`src/rtl/cpu_types_pkg.sv`:
```
// Shared CPU-wide types: machine word and the RAM handshake state.
package cpu_types_pkg;

  localparam int unsigned WORD_W = 32;

  typedef logic [WORD_W-1:0] word_t;

  typedef enum logic [1:0] {
    FREE   = 2'd0,
    BUSY   = 2'd1,
    ACCESS = 2'd2,
    ERROR  = 2'd3
  } ramstate_t;

endpackage

```
`src/rtl/memory_types_pkg.sv`:
```
// Types and constants for the memory arbiter: FSM states, port owner
// encoding, error read-back word and starvation counter width.
package memory_types_pkg;
  import cpu_types_pkg::*;

  typedef enum logic [1:0] {
    IDLE   = 2'd0,
    IGRANT = 2'd1,
    DGRANT = 2'd2
  } arb_state_t;

  typedef enum logic {
    OWN_I = 1'b0,
    OWN_D = 1'b1
  } arb_owner_t;

  localparam word_t       ERR_WORD_DEFAULT = 32'hBAD1BAD1;
  localparam int unsigned STARVE_W         = 4;

endpackage

```
`src/rtl/arb_starve_counter.sv`:
```
// Saturating count of data grants completed while an instruction fetch waits.
// Ports: clk/rst_n (async active-low), inc (count one), clr (return to 0,
// dominates inc), at_max (count has reached MAX).
module arb_starve_counter #(
  parameter int unsigned MAX = 4,
  parameter int unsigned W   = 4
) (
  input  logic clk,
  input  logic rst_n,
  input  logic inc,
  input  logic clr,
  output logic at_max
);

  logic [W-1:0] cnt_q, cnt_d;

  always_comb begin
    cnt_d = cnt_q;
    if (clr) begin
      cnt_d = '0;
    end else if (inc && (cnt_q != W'(MAX))) begin
      cnt_d = cnt_q + 1'b1;
    end
  end

  always_ff @(posedge clk or negedge rst_n) begin
    if (!rst_n) begin
      cnt_q <= '0;
    end else begin
      cnt_q <= cnt_d;
    end
  end

  assign at_max = (cnt_q == W'(MAX));

endmodule

```
`src/rtl/memory_arbiter.sv`:
```
// Arbitrates the single RAM port between instruction fetch (read-only) and
// the data path (load/store). Data has priority unless an instruction fetch
// has been starved for STARVE_MAX data grants.
// Ports: CLK, nRST (async active-low); iREN/iaddr -> iwait/iload;
// dREN/dWEN/daddr/dstore -> dwait/dload; merr error pulse;
// ramREN/ramWEN/ramaddr/ramstore -> RAM, ramload/ramstate <- RAM.
module memory_arbiter
  import cpu_types_pkg::*;
  import memory_types_pkg::*;
#(
  parameter int unsigned STARVE_MAX = 4,
  parameter word_t       ERR_WORD   = ERR_WORD_DEFAULT
) (
  input  logic      CLK,
  input  logic      nRST,
  input  logic      iREN,
  input  word_t     iaddr,
  output logic      iwait,
  output word_t     iload,
  input  logic      dREN,
  input  logic      dWEN,
  input  word_t     daddr,
  input  word_t     dstore,
  output logic      dwait,
  output word_t     dload,
  output logic      merr,
  output logic      ramREN,
  output logic      ramWEN,
  output word_t     ramaddr,
  output word_t     ramstore,
  input  word_t     ramload,
  input  ramstate_t ramstate
);

  arb_state_t state_q, state_d;
  word_t      addr_q, addr_d;
  word_t      store_q, store_d;
  logic       wr_q, wr_d;

  arb_owner_t owner;
  logic       dreq, owner_req, ram_done, done;
  logic       starve_inc, starve_clr, starve_max;
  word_t      done_load;

  assign dreq      = dREN | dWEN;
  assign owner     = (state_q == DGRANT) ? OWN_D : OWN_I;
  assign owner_req = (owner == OWN_D) ? dreq : iREN;
  assign ram_done  = (ramstate == ACCESS) || (ramstate == ERROR);
  // A grant whose requester has withdrawn is an abort, never a completion.
  assign done      = (state_q != IDLE) && owner_req && ram_done;
  assign done_load = (ramstate == ERROR) ? ERR_WORD : ramload;

  arb_starve_counter #(
    .MAX (STARVE_MAX),
    .W   (STARVE_W)
  ) u_starve (
    .clk    (CLK),
    .rst_n  (nRST),
    .inc    (starve_inc),
    .clr    (starve_clr),
    .at_max (starve_max)
  );

  always_ff @(posedge CLK or negedge nRST) begin
    if (!nRST) begin
      state_q <= IDLE;
      addr_q  <= '0;
      store_q <= '0;
      wr_q    <= 1'b0;
    end else begin
      state_q <= state_d;
      addr_q  <= addr_d;
      store_q <= store_d;
      wr_q    <= wr_d;
    end
  end

  always_comb begin
    state_d = state_q;
    addr_d  = addr_q;
    store_d = store_q;
    wr_d    = wr_q;
    unique case (state_q)
      IDLE: begin
        if (dreq && !(iREN && starve_max)) begin
          state_d = DGRANT;
          addr_d  = daddr;
          store_d = dstore;
          wr_d    = dWEN;
        end else if (iREN) begin
          state_d = IGRANT;
          addr_d  = iaddr;
          store_d = '0;
          wr_d    = 1'b0;
        end
      end
      IGRANT, DGRANT: begin
        if (!owner_req || ram_done) begin
          state_d = IDLE;
        end
      end
      default: state_d = IDLE;
    endcase
  end

  always_comb begin
    ramREN     = 1'b0;
    ramWEN     = 1'b0;
    ramaddr    = '0;
    ramstore   = '0;
    iwait      = iREN;
    dwait      = dreq;
    iload      = '0;
    dload      = '0;
    merr       = 1'b0;
    starve_inc = 1'b0;
    starve_clr = 1'b0;
    unique case (state_q)
      IDLE: begin
        starve_clr = !iREN;
      end
      IGRANT: begin
        ramREN  = 1'b1;
        ramaddr = addr_q;
        if (done) begin
          iwait      = 1'b0;
          iload      = done_load;
          merr       = (ramstate == ERROR);
          starve_clr = 1'b1;
        end
      end
      DGRANT: begin
        ramaddr  = addr_q;
        ramWEN   = wr_q;
        ramREN   = !wr_q;
        ramstore = store_q;
        if (done) begin
          dwait      = 1'b0;
          dload      = done_load;
          merr       = (ramstate == ERROR);
          starve_inc = iREN;
        end
      end
      default: ;
    endcase
  end

endmodule

```
`config.mk`:
```
export PLATFORM = sky130hd
export DESIGN_NAME = memory_arbiter
export DESIGN_NICKNAME = d
export VERILOG_FILES = /design/src/rtl/cpu_types_pkg.sv /design/src/rtl/memory_types_pkg.sv /design/src/rtl/arb_starve_counter.sv /design/src/rtl/memory_arbiter.sv
export SDC_FILE = /design/constraint.sdc
export NUM_CORES = 1
export LEC_CHECK = 0
export BUFFER_PORTS_ARGS = -buffer_cell sky130_fd_sc_hd__buf_2
export CORE_AREA = 4 4 101 103
export CTS_CLUSTER_SIZE = 10
export DETAILED_ROUTE_END_ITERATION = 7
export DIE_AREA = 0 0 105 107
export PLACE_DENSITY = 0.82
export SYNTH_ARGS = -nofsm -noshare
export SYNTH_HDL_FRONTEND = slang
export SYNTH_SLANG_ARGS = --single-unit
```
`constraint.sdc`:
```
create_clock -name CLK -period 5.2 [get_ports CLK]
set_clock_uncertainty 0.15 [all_clocks]
set_input_delay 1.04 -clock CLK [delete_from_list [all_inputs] [get_ports CLK]]
set_output_delay 1.04 -clock CLK [all_outputs]
set_load 0.005 [all_outputs]
```
After elaboration in Yosys (flattened, before gate mapping)
Cells that the tools add are included.

operators by class
  eq/ne operators = 8
  add/subtract/negate cells = 1
  reduce and logical (&&, ||, !) cells = 18
  multiplexer cells = 32
  bitwise operators = 1

operator list
  operator                                                                  count
  32-bit 2-to-1 mux                                                         10
  1-bit 2-to-1 mux                                                          14
  4-bit 2-to-1 mux                                                          2
  2-bit equality test (second input constant)                               3
  2-bit 2-to-1 mux                                                          3
  2-bit nonzero test                                                        3
  1-bit logical AND                                                         5
  4-bit by 1-bit adder with 4-bit output (second input constant)            1
  4-bit by 3-bit equality test with 1-bit output (second input constant)    1
  1-bit logical NOT                                                         4
  4-bit by 3-bit inequality test with 1-bit output (second input constant)  1
  1-bit one-hot mux with 2 select lines                                     2
  2-bit one-hot mux with 2 select lines                                     1
  2-bit AND reduction                                                       2
  3-bit inequality test (second input constant)                             1
  2-bit by 1-bit equality test with 1-bit output (second input constant)    1
  2-bit logical NOT                                                         1
  1-bit logical OR                                                          2
  2-bit by 1-bit inequality test with 1-bit output (second input constant)  1
  2-bit OR reduction                                                        1
  1-bit bitwise OR                                                          1

storage, ports and cells
  input port bits = 135
  logic and storage cells = 65
  output and inout bits = 133
  bits in registers = 71

Longest topological paths before layout
Gate-level depths: netlist of the first run.

  depth after elaboration = 10
  gate-level depth with buffers = 7
  gate-level depth less buffers = 6

Cells and area by module
From an unflattened synthesis of the first run, not the netlist that was laid out.

unflattened totals
  cell total of the unflattened synthesis = 447
  area, all modules = 4050.1 um^2

by module, submodules not included
  module              cells each  times used  area an instance (um^2)  sequential area each (um^2)
  memory_arbiter      423         1           3816.2                   1676.6
  arb_starve_counter  24          1           234.0                    100.1

Least setup slack after synthesis of the first run
OpenSTA, ideal clock, no wires.

  path type = input-to-output
  start point = input port dWEN
  end point = output port dload[0]
  buffers on the path = 2
  arrival time = 1.856 ns
  data required time = 4.010 ns
  path slack = 2.154 ns
  stages on the path = 5
  cells stage by stage = or2_1 -> buf_4 -> nand3_4 -> clkbuf_1 -> nor2_1

between the ends
  word-level cells in the longest chain between the ends = 6

ends and longest elaborated chain
  item                             RTL line               RTL
  start: declaration               memory_arbiter.sv:21   input logic dWEN,
  1-bit bitwise OR                 memory_arbiter.sv:45   assign dreq = dREN | dWEN;
  1-bit 2-to-1 mux                 memory_arbiter.sv:47   assign owner_req = (owner == OWN_D) ? dreq : iREN;
  1-bit logical AND (2 in series)  memory_arbiter.sv:50   assign done = (state_q != IDLE) && owner_req && ram_done;
  32-bit 2-to-1 mux                memory_arbiter.sv:137  if (done) begin
  32-bit 2-to-1 mux                memory_arbiter.sv:118  unique case (state_q)
  end: declaration                 memory_arbiter.sv:25   output word_t dload,

No other way between the ends.

Worst setup path after layout of the first run
  start point = input port iREN
  end point = output port iwait

between the ends
  word-level cells in the longest chain between the ends = 5

ends and longest elaborated chain
  item                             RTL line               RTL
  start: declaration               memory_arbiter.sv:16   input logic iREN,
  1-bit 2-to-1 mux                 memory_arbiter.sv:47
  1-bit logical AND (2 in series)  memory_arbiter.sv:50
  1-bit 2-to-1 mux                 memory_arbiter.sv:125  if (done) begin
  1-bit 2-to-1 mux *               memory_arbiter.sv:118
  end: declaration                 memory_arbiter.sv:18   output logic iwait,

Every way passes the cells marked *; elsewhere a longest branch is shown, timed or not.

==> results.py, run 1 <==
metrics = {
    "power": {
        "p_per_area_nw_per_um2": 495.7,
        "static-leakage-power_nw": 3.044,
        "max-vdd-ir-drop_uv": 266.8,
    },
    "yosys": {
        "synth_cell_types": 36,
        "post_synthesis_async_set_or_reset_flop_share": 1.000,
        "yosys.area.top_type_share": 0.4461,
        "synth_seq_cells": 71,
        "synth_flop_cell": "sky130_fd_sc_hd__dfrtp_1",
        "synth_cells": 482,
        "yosysWarnings": 0,
        "syn_nets": 622,
        "yosys-top-cells-count": "sky130_fd_sc_hd__nor2_1, sky130_fd_sc_hd__dfrtp_1, sky130_fd_sc_hd__a21oi_1, sky130_fd_sc_hd__and2_1, sky130_fd_sc_hd__nand2_1",
        "count_of_flip_flops_with_a_built_in_enable_after_synthesis": 0,
        "synth_largest_area_cell": "sky130_fd_sc_hd__dfrtp_1",
        "post-synth-top-count-cell": "sky130_fd_sc_hd__nor2_1",
        "avgSynthCellArea_um2": 8.263,
        "synth.yosys.seq_area_share": 0.4461,
        "synth_area_leaders": "sky130_fd_sc_hd__dfrtp_1, sky130_fd_sc_hd__nor2_1, sky130_fd_sc_hd__and2_1",
        "mappedNetlistArea_um2": 3983,
    },
    "setup_path": {
        "path_max_fanout": 33,
        "critical-path-max-stage-delay_ns": 0.78,
        "worst-endpoint-arrival_ns": 2.99,
        "crit_type": "in2out",
        "timing.critical_path.required_ns": 4.01,
        "worstPathCellList": "buf_2, nor2_1, a21oi_1, nand3_1, and2_1, buf_2",
        "crit_path_frequent_cell": "sky130_fd_sc_hd__buf_2",
        "worstSetupStartpointType": "primary input",
        "cp-end-kind": "output port",
        "crit_slowest_cell": "sky130_fd_sc_hd__nand3_1",
    },
    "timing": {
        "setup_viol_count_final": 0,
        "worst_hold_margin_ns": 0.3573,
        "final.min_clock_period_ns": 4.179,
        "timing.final.max_slew_violations": 0,
        "layout_worst_path_cycle_share": 0.8037,
        "unrepaired_setup_endpoints_after_global_routing": "false",
        "tns_ns": 0,
        "worst_slew_pin_slew_ns": 1.267,
        "max-slew-margin-rel": 0.1550,
        "hold_viol_final": 0,
        "max_freq_mhz": 239.3,
    },
    "floorplanning": {
        "initial_utilization": 0.4331,
        "num_rows": 35,
        "dieHeight_um": 107,
        "design.portCount": 268,
        "chipWidth_um": 105,
        "floorplan.core_area_um2": 9196,
        "fp.dieArea_um2": 11240,
    },
    "drt": {
        "initialDrtViolationCount": 341,
        "drc": 0,
        "drt_first_pass_iters": 5,
        "drt-total-wl_mm": 13.38,
        "post_drt_wl_per_cell_um": 15.91,
        "drtAntennaViolNets": 0,
        "detailroute.via_count": 4321,
        "via_per_inst": 5.138,
    },
    "clock_tree": {
        "cts_buffers": 9,
        "cts.sink_count": 71,
        "ctsHtreeMaxLevel": 3,
        "path_clk_slew_ns": 0.08,
        "cts_hold_repair.buffers": 0,
        "cts_post_setup_buffers_inserted": 0,
        "max-clock-path-buffers": 2,
        "clock_tree_from_tritoncts": "built",
        "cts_resized": 0,
        "cts.root.buffer_cell": "sky130_fd_sc_hd__clkbuf_8",
        "insertion_delay_ns": 0.33,
    },
    "hold_path": {
        "worstHoldPathType": "reg2reg",
    },
    "cells_and_area": {
        "area_growth_from_synthesis_to_final_layout_pct": 38.42,
        "diodes": 0,
        "finish.net_count": 865,
        "finalInstanceArea_um2": 5513,
        "post_route_cells_drive_above_1_share": 0.3973,
    },
    "outcome": {
        "status": "finished, final reports clean",
    },
    "global_routing": {
        "grt_antenna_before_repair": 0,
        "grt_overflow_total": 0,
        "grt_pass1_vias": 4327,
        "pin_count_of_the_biggest_net_entering_global_routing": 72,
        "total_track_usage": 0.2289,
        "wire_length_of_the_first_global_routing_pass_mm": 21.22,
    },
    "run": {
        "max_cap_viol_count": 0,
    },
    "placed_design": {
        "detailedPlacementHpwl_mm": 10.13,
        "gp_congestion": 0.9140,
        "dpl_cell_area_um2": 5316,
        "placement.io_buffers": 267,
    },
}
==> routing by layer <==
layer  part of all wire  vias to the layer above  track usage
met5                  0                        -            0
met1               0.41                     2009       0.2999
li1                   -                     2076            -
met2               0.49                      214       0.3795
met3              0.077                       22      0.05117
met4              0.015                        0      0.06935
==> placed cells by master, fill, tap and decap left out, types with 2 or more instances in the layout <==
cell / netlist / layout
sky130_fd_sc_hd__clkinv_2: 0 / 2
sky130_fd_sc_hd__nor2b_1: 2 / 2
sky130_fd_sc_hd__o21ai_0: 2 / 2
sky130_fd_sc_hd__a21oi_1: 69 / 68
sky130_fd_sc_hd__inv_1: 4 / 4
sky130_fd_sc_hd__nand2b_1: 15 / 15
sky130_fd_sc_hd__clkinvlp_4: 0 / 2
sky130_fd_sc_hd__buf_4: 6 / 4
sky130_fd_sc_hd__o21a_1: 2 / 2
sky130_fd_sc_hd__xnor2_1: 2 / 2
sky130_fd_sc_hd__and2_1: 66 / 66
sky130_fd_sc_hd__a22o_1: 33 / 33
sky130_fd_sc_hd__clkbuf_8: 0 / 9
sky130_fd_sc_hd__nand2_1: 34 / 34
sky130_fd_sc_hd__buf_2: 10 / 266
sky130_fd_sc_hd__dfrtp_1: 71 / 71
sky130_fd_sc_hd__nor2_1: 119 / 119
sky130_fd_sc_hd__ha_1: 5 / 5
==> kinds of logic after synthesis <==
group           after synthesis  synth area share
buf+inv                      42           0.04838
mux                           2          0.005341
flops                        71            0.4461
compound gates              110            0.1753
xor+xnor                      2          0.004399
fa+ha+maj                     5           0.01571
simple gates                250            0.3048
==> layout make-up <==
| cell class | instances | area [µm²] |
|---|---|---|
| Clock buffer | 9 | 123.9 |
| Clock inverter | 7 | 72.57 |
| Fill cell | 813 | 3684 |
| Inverter | 4 | 15.01 |
| Multi-Input combinational cell | 369 | 2024 |
| Sequential cell | 71 | 1777 |
| Tap cell | 111 | 138.9 |
| Timing Repair Buffer | 270 | 1361 |
==> per-stage QoR <==
step           total power, mW  utilization  cells  setup WS (ns)
2_1_floorplan            1.769            -    482          2.154
3_3_place_gp             2.248       0.5781    825          1.204
3_5_place_dp             2.300       0.5781    825          1.050
4_1_cts                  2.753       0.5995    841          1.048
5_1_grt                  2.949       0.5995    841         0.7630
6_report                 2.733       0.5995    841          1.021
==> worst paths after layout <==
check	startpoint	end	slack [ns]	depth (start not counted)
worst max register to register	state_q[1]$_DFFE_PN0P_	state_q[1]$_DFFE_PN0P_	2.70	5
worst min register to register	store_q[23]$_DFFE_PN0P_	store_q[23]$_DFFE_PN0P_	0.36	1
min in group asynchronous	nRST	store_q[26]$_DFFE_PN0P_	0.66	1
max in group asynchronous	nRST	u_starve.cnt_q[2]$_DFFE_PN0P_	3.66	1
worst max-delay path	iREN	iwait	1.02	6
worst min-delay path	store_q[23]$_DFFE_PN0P_	store_q[23]$_DFFE_PN0P_	0.36	1
==> flip-flops by register name, indices dropped and copies added (netlist names) <==
signal          flops
addr_q             32
state_q             2
store_q            32
u_starve.cnt_q      4
wr_q                1
==> worst max-delay path, delay by kind of cell <==
family                 cells  cell delay (ns)
buffers and inverters      2             0.36
and+or+nand+nor            3             1.39
AOI/OAI and AO/OA          1             0.18
==> report_power, final <==
part           leakage, nW  internal, mW  switching (mW)
clock               0.0956         0.222           0.218
sequential           0.851         0.809           0.130
combinational         2.10         0.625           0.729
Note: power is estimated with default switching activity, not from simulation.
==> run 2, diff against run 1 <==
Settings changed: CORE_AREA 4 4 101 103 to default, CORE_MARGIN from default to 4, CORE_UTILIZATION from default to 42, DIE_AREA 0 0 105 107 to default, PLACE_DENSITY 0.82 to 0.81.
Clock period 5.2 ns to 4 ns, I/O delays scaled along.
==> results.py, run 2 (synthesis gave the netlist of run 1 again) <==
metrics = {
    "timing": {
        "worst_hold_margin_ns": 0.3474,
        "unrepaired_setup_endpoints_after_global_routing": "false",
        "worst_slew_pin_slew_ns": 1.214,
        "final.min_clock_period_ns": 3.368,
        "hold_viol_final": 0,
        "setup_viol_count_final": 0,
        "max-slew-margin-rel": 0.1910,
        "max_freq_mhz": 296.9,
        "tns_ns": 0,
        "layout_worst_path_cycle_share": 0.8419,
        "timing.final.max_slew_violations": 0,
    },
    "global_routing": {
        "total_track_usage": 0.2280,
        "pin_count_of_the_biggest_net_entering_global_routing": 43,
        "wire_length_of_the_first_global_routing_pass_mm": 20.80,
        "grt_pass1_vias": 4298,
        "grt_antenna_before_repair": 0,
        "grt_overflow_total": 0,
    },
    "drt": {
        "drt-total-wl_mm": 13.06,
        "drtAntennaViolNets": 0,
        "via_per_inst": 5.050,
        "drc": 0,
        "initialDrtViolationCount": 324,
        "post_drt_wl_per_cell_um": 15.13,
        "drt_first_pass_iters": 5,
        "detailroute.via_count": 4358,
    },
    "setup_path": {
        "crit_type": "reg2out",
        "timing.critical_path.required_ns": 3.05,
        "critical-path-max-stage-delay_ns": 0.40,
        "cp-end-kind": "output port",
        "worstPathCellList": "inv_1, ha_1, nor2_1, a21oi_1, nand3_1, buf_4, nor2_1, buf_2",
        "worst-endpoint-arrival_ns": 2.42,
        "worstSetupStartpointType": "flop",
        "crit_slowest_cell": "sky130_fd_sc_hd__dfrtp_1",
        "path_max_fanout": 22,
        "crit_path_frequent_cell": "sky130_fd_sc_hd__nor2_1",
    },
    "cells_and_area": {
        "layout.cells.most_common": "sky130_fd_sc_hd__buf_2",
        "finalInstanceArea_um2": 5560,
        "layout.cells.most_common_list": "sky130_fd_sc_hd__buf_2, sky130_fd_sc_hd__nor2_1, sky130_fd_sc_hd__dfrtp_1",
        "post_route_cells_drive_above_1_share": 0.4005,
        "area_growth_from_synthesis_to_final_layout_pct": 39.62,
        "final_core_util": 0.6018,
        "reg_top3": "addr_q: 32 flops, store_q: 32 flops, u_starve.cnt_q: 4 flops",
        "finish.net_count": 870,
        "diodes": 0,
    },
    "run": {
        "max_cap_viol_count": 0,
    },
    "floorplanning": {
        "num_rows": 35,
        "design.portCount": 268,
        "initial_utilization": 0.4310,
        "floorplan.core_area_um2": 9240,
        "dieHeight_um": 105.4,
        "chipWidth_um": 105.4,
        "fp.dieArea_um2": 11100,
    },
    "power": {
        "static-leakage-power_nw": 3.070,
        "p_per_area_nw_per_um2": 633.6,
        "finalPower_mw": 3.523,
        "max-vdd-ir-drop_uv": 403.5,
    },
    "placed_design": {
        "dpl_cell_area_um2": 5374,
        "placement.io_buffers": 267,
        "detailedPlacementHpwl_mm": 9.731,
        "gp_congestion": 1.032,
    },
    "clock_tree": {
        "cts_post_setup_buffers_inserted": 0,
        "cts.sink_count": 71,
        "insertion_delay_ns": 0.33,
        "cts.root.buffer_cell": "sky130_fd_sc_hd__clkbuf_8",
        "max-clock-path-buffers": 2,
        "ctsHtreeMaxLevel": 3,
        "cts_buffers": 9,
        "path_clk_slew_ns": 0.08,
        "clock_tree_from_tritoncts": "built",
        "cts_hold_repair.buffers": 0,
        "cts_resized": 0,
    },
    "outcome": {
        "status": "finished, final reports clean",
    },
    "hold_path": {
        "worstHoldPathType": "reg2reg",
    },
}
run 2: cell count changes in the layout (fill, tap and decap cells not counted):
cell and change:
sky130_fd_sc_hd__inv_6 -1, sky130_fd_sc_hd__clkinv_2 +1, sky130_fd_sc_hd__clkinvlp_4 -2, sky130_fd_sc_hd__clkinv_4 +1
sky130_fd_sc_hd__buf_2 +1, sky130_fd_sc_hd__buf_4 +4
run 2: where the power goes:
part           total [mW]  switching, mW  leakage, nW  internal, mW
clock network       0.546          0.263       0.0988         0.283
registers            1.22          0.168        0.851          1.05
logic                1.76          0.936         2.12         0.821
run 2: metal layers:
metal / track usage / vias up / part of all wire
li1: - / 2091 / -
met1: 0.3146 / 2026 / 0.42
met2: 0.3529 / 222 / 0.47
met3: 0.06369 / 19 / 0.093
met4: 0.05998 / 0 / 0.015
met5: 0 / - / 0
run 2: path summary, 6_finish.rpt:
kind                                          from                       to  slack, ns  cells after the start
min reg2reg                store_q[28]$_DFFE_PN0P_  store_q[28]$_DFFE_PN0P_       0.35                      1
max                         state_q[0]$_DFFE_PN0P_                iload[25]       0.63                      8
min                        store_q[28]$_DFFE_PN0P_  store_q[28]$_DFFE_PN0P_       0.35                      1
max in group asynchronous                     nRST   addr_q[11]$_DFFE_PN0P_       2.45                      2
min in group asynchronous                     nRST   addr_q[14]$_DFFE_PN0P_       0.46                      1
max reg2reg                 state_q[0]$_DFFE_PN0P_   state_q[1]$_DFFE_PN0P_       1.57                      5
run 2: critical path, delay by kind of cell, from the launching register on:
family,cells,cell delay (ns)
and+or+nand+nor,3,0.61
buffers and inverters,3,0.57
DFF,1,0.40
adders and majority gates,1,0.32
AOI/OAI and AO/OA,1,0.18
run 2: metrics by stage:
step           instances  setup WS [ns]
2_1_floorplan        482          1.434
4_1_cts              863         0.6617
3_5_place_dp         848         0.8285
5_1_grt              863         0.4374
3_3_place_gp         848         0.9496
6_report             863         0.6322
run 2: cell type report:
cell class              count  area, µm²
fillers                   814       3680
well taps                 129      161.4
clock inverters             6      62.56
clock buffers               9      123.9
multi-input cells         369       2024
inverters                   4      15.01
repair buffers            275       1396
flip-flops and latches     71       1777
==> run 3, diff against run 2 <==
Settings changed: CORE_UTILIZATION 42 to 38, PLACE_DENSITY 0.81 to 0.77.
Clock period 4 ns to 2.79 ns, I/O delays scaled along.
==> results.py, run 3 (synthesis gave the netlist of run 1 again) <==
metrics = {
    "setup_path": {
        "crit_type": "reg2out",
        "reg2reg_depth": 7,
        "worstSetupStartpointType": "flop",
        "worst-endpoint-arrival_ns": 1.92,
        "path_max_fanout": 32,
        "cp-end-kind": "output port",
        "r2r-start": "state_q[0]$_DFFE_PN0P_",
        "setup.reg_to_reg.worst_slack_ns": 0.48,
        "timing.critical_path.to": "iload[5]",
        "startpoint": "state_q[0]$_DFFE_PN0P_",
        "timing.critical_path.required_ns": 2.08,
        "r2r_end": "state_q[1]$_DFFE_PN0P_",
    },
    "timing": {
        "timing.final.max_slew_violations": 0,
        "final.min_clock_period_ns": 2.628,
        "unrepaired_setup_endpoints_after_global_routing": "true",
        "max-slew-margin-rel": 0.6898,
        "worst_hold_margin_ns": 0.2856,
        "tns_ns": 0,
        "setup_viol_count_final": 0,
        "max_freq_mhz": 380.5,
        "hold_viol_final": 0,
        "layout_worst_path_cycle_share": 0.9420,
        "worst_slew_pin_slew_ns": 0.4654,
    },
    "global_routing": {
        "pin_count_of_the_biggest_net_entering_global_routing": 37,
        "grt_pass1_vias": 3879,
        "total_track_usage": 0.2003,
        "grt_antenna_before_repair": 0,
        "grt_overflow_total": 0,
        "wire_length_of_the_first_global_routing_pass_mm": 19.06,
    },
    "clock_tree": {
        "insertion_delay_ns": 0.33,
        "max-clock-path-buffers": 2,
        "cts_buffers": 9,
        "cts.sink_count": 71,
        "path_clk_slew_ns": 0.07,
        "cts.root.buffer_cell": "sky130_fd_sc_hd__clkbuf_8",
        "ctsHtreeMaxLevel": 3,
        "clock_tree_from_tritoncts": "built",
    },
    "power": {
        "static-leakage-power_nw": 3.126,
        "max-vdd-ir-drop_uv": 457.7,
        "p_per_area_nw_per_um2": 935.6,
    },
    "hold_path": {
        "worstHoldPathType": "in2reg",
    },
    "placed_design": {
        "dpl_cell_area_um2": 5420,
        "dpl.cell_count": 860,
        "detailedPlacementHpwl_mm": 10.06,
        "placement.io_buffers": 267,
        "gp_congestion": 0.8433,
    },
    "cells_and_area": {
        "diodes": 0,
        "reg_top3": "addr_q: 32 flops, store_q: 32 flops, u_starve.cnt_q: 4 flops",
        "final_core_util": 0.5561,
        "layout.cells.most_common": "sky130_fd_sc_hd__buf_2",
        "post_route_cells_drive_above_1_share": 0.4076,
        "layout.cells.most_common_list": "sky130_fd_sc_hd__buf_2, sky130_fd_sc_hd__nor2_1, sky130_fd_sc_hd__dfrtp_1",
        "finalInstanceArea_um2": 5715,
        "final_cell_count_no_fill": 877,
        "area_growth_from_synthesis_to_final_layout_pct": 43.51,
        "finish.net_count": 877,
    },
    "drt": {
        "drtAntennaViolNets": 0,
        "drt-total-wl_mm": 13.45,
        "via_per_inst": 5.059,
        "detailroute.via_count": 4437,
        "dr_wl_met2_mm": 6.476,
        "post_drt_wl_per_cell_um": 15.34,
        "drt_first_pass_iters": 5,
        "highest_layer": "met4",
        "drc": 0,
        "initialDrtViolationCount": 293,
        "detail_route.wirelength.met1_mm": 5.596,
        "wl_met3_mm": 1.201,
    },
    "floorplanning": {
        "initial_utilization": 0.3875,
        "fp.dieArea_um2": 12180,
        "chipWidth_um": 110.4,
        "design.portCount": 268,
        "floorplan.core_area_um2": 10280,
        "num_rows": 37,
        "dieHeight_um": 110.4,
    },
    "outcome": {
        "status": "finished, final reports clean",
    },
    "run": {
        "max_cap_viol_count": 0,
    },
}
==> run 3: what timing repair did <==
action | CTS | global route
buffers inserted | 0 | 0
pin swaps | 0 | 1
gates resized for setup | 1 | 5
gates cloned | 0 | 1
hold buffers | 1 | 0
endpoints found under the hold margin | 15 | 0
setup endpoints to repair | 1 | 62
==> run 3: metal layers <==
layer,up-vias,track usage
met3,18,0.04310
met4,0,0.06069
met1,2105,0.2755
li1,2101,-
met5,-,0
met2,213,0.3176
==> run 3: worst min-delay path by stage <==
stage	from	endpoint	slack (ns)	cells past startpoint
finish	dstore[0]	store_q[0]$_DFFE_PN0P_	0.29	2
global route	dstore[0]	store_q[0]$_DFFE_PN0P_	0.26	2
CTS	dstore[0]	store_q[0]$_DFFE_PN0P_	0.27	2
detailed placement	nRST	store_q[13]$_DFFE_PN0P_	0.34	1
global placement	store_q[31]$_DFFE_PN0P_	store_q[31]$_DFFE_PN0P_	0.33	1
floorplan	nRST	addr_q[0]$_DFFE_PN0P_	0.11	0
==> run 3: through the flow <==
step,setup WS (ns),total power [mW]
after global placement,0.4379,4.248
after global routing,-0.02195,5.797
after CTS,0.04014,5.369
after floorplan,0.6537,3.297
final,0.1618,5.348
after detailed placement,0.3737,4.328
==> run 3: power breakdown <==
part	leakage, nW	total [mW]	internal, mW	switching [mW]
sequential	0.851	1.75	1.51	0.245
combinational	2.16	2.59	1.22	1.38
clock	0.119	0.998	0.615	0.383
==> run 3: final cells by class <==
class	instances	area, µm²
Fill cell	960	4562
Inverter	4	15.01
Clock buffer	10	137.6
Multi-Input combinational cell	370	2062
Sequential cell	71	1777
Timing Repair Buffer	281	1448
Clock inverter	5	106.4
Tap cell	136	170.2
==> run 3: critical path, stage by stage (launching register included) <==
cell	delay (ns)
sky130_fd_sc_hd__dfrtp_1	0.40
sky130_fd_sc_hd__inv_1	0.13
sky130_fd_sc_hd__ha_4	0.23
sky130_fd_sc_hd__nor2_1	0.09
sky130_fd_sc_hd__a21oi_1	0.16
sky130_fd_sc_hd__nand3_1	0.13
sky130_fd_sc_hd__buf_6	0.21
sky130_fd_sc_hd__nor2_1	0.12
sky130_fd_sc_hd__buf_2	0.13
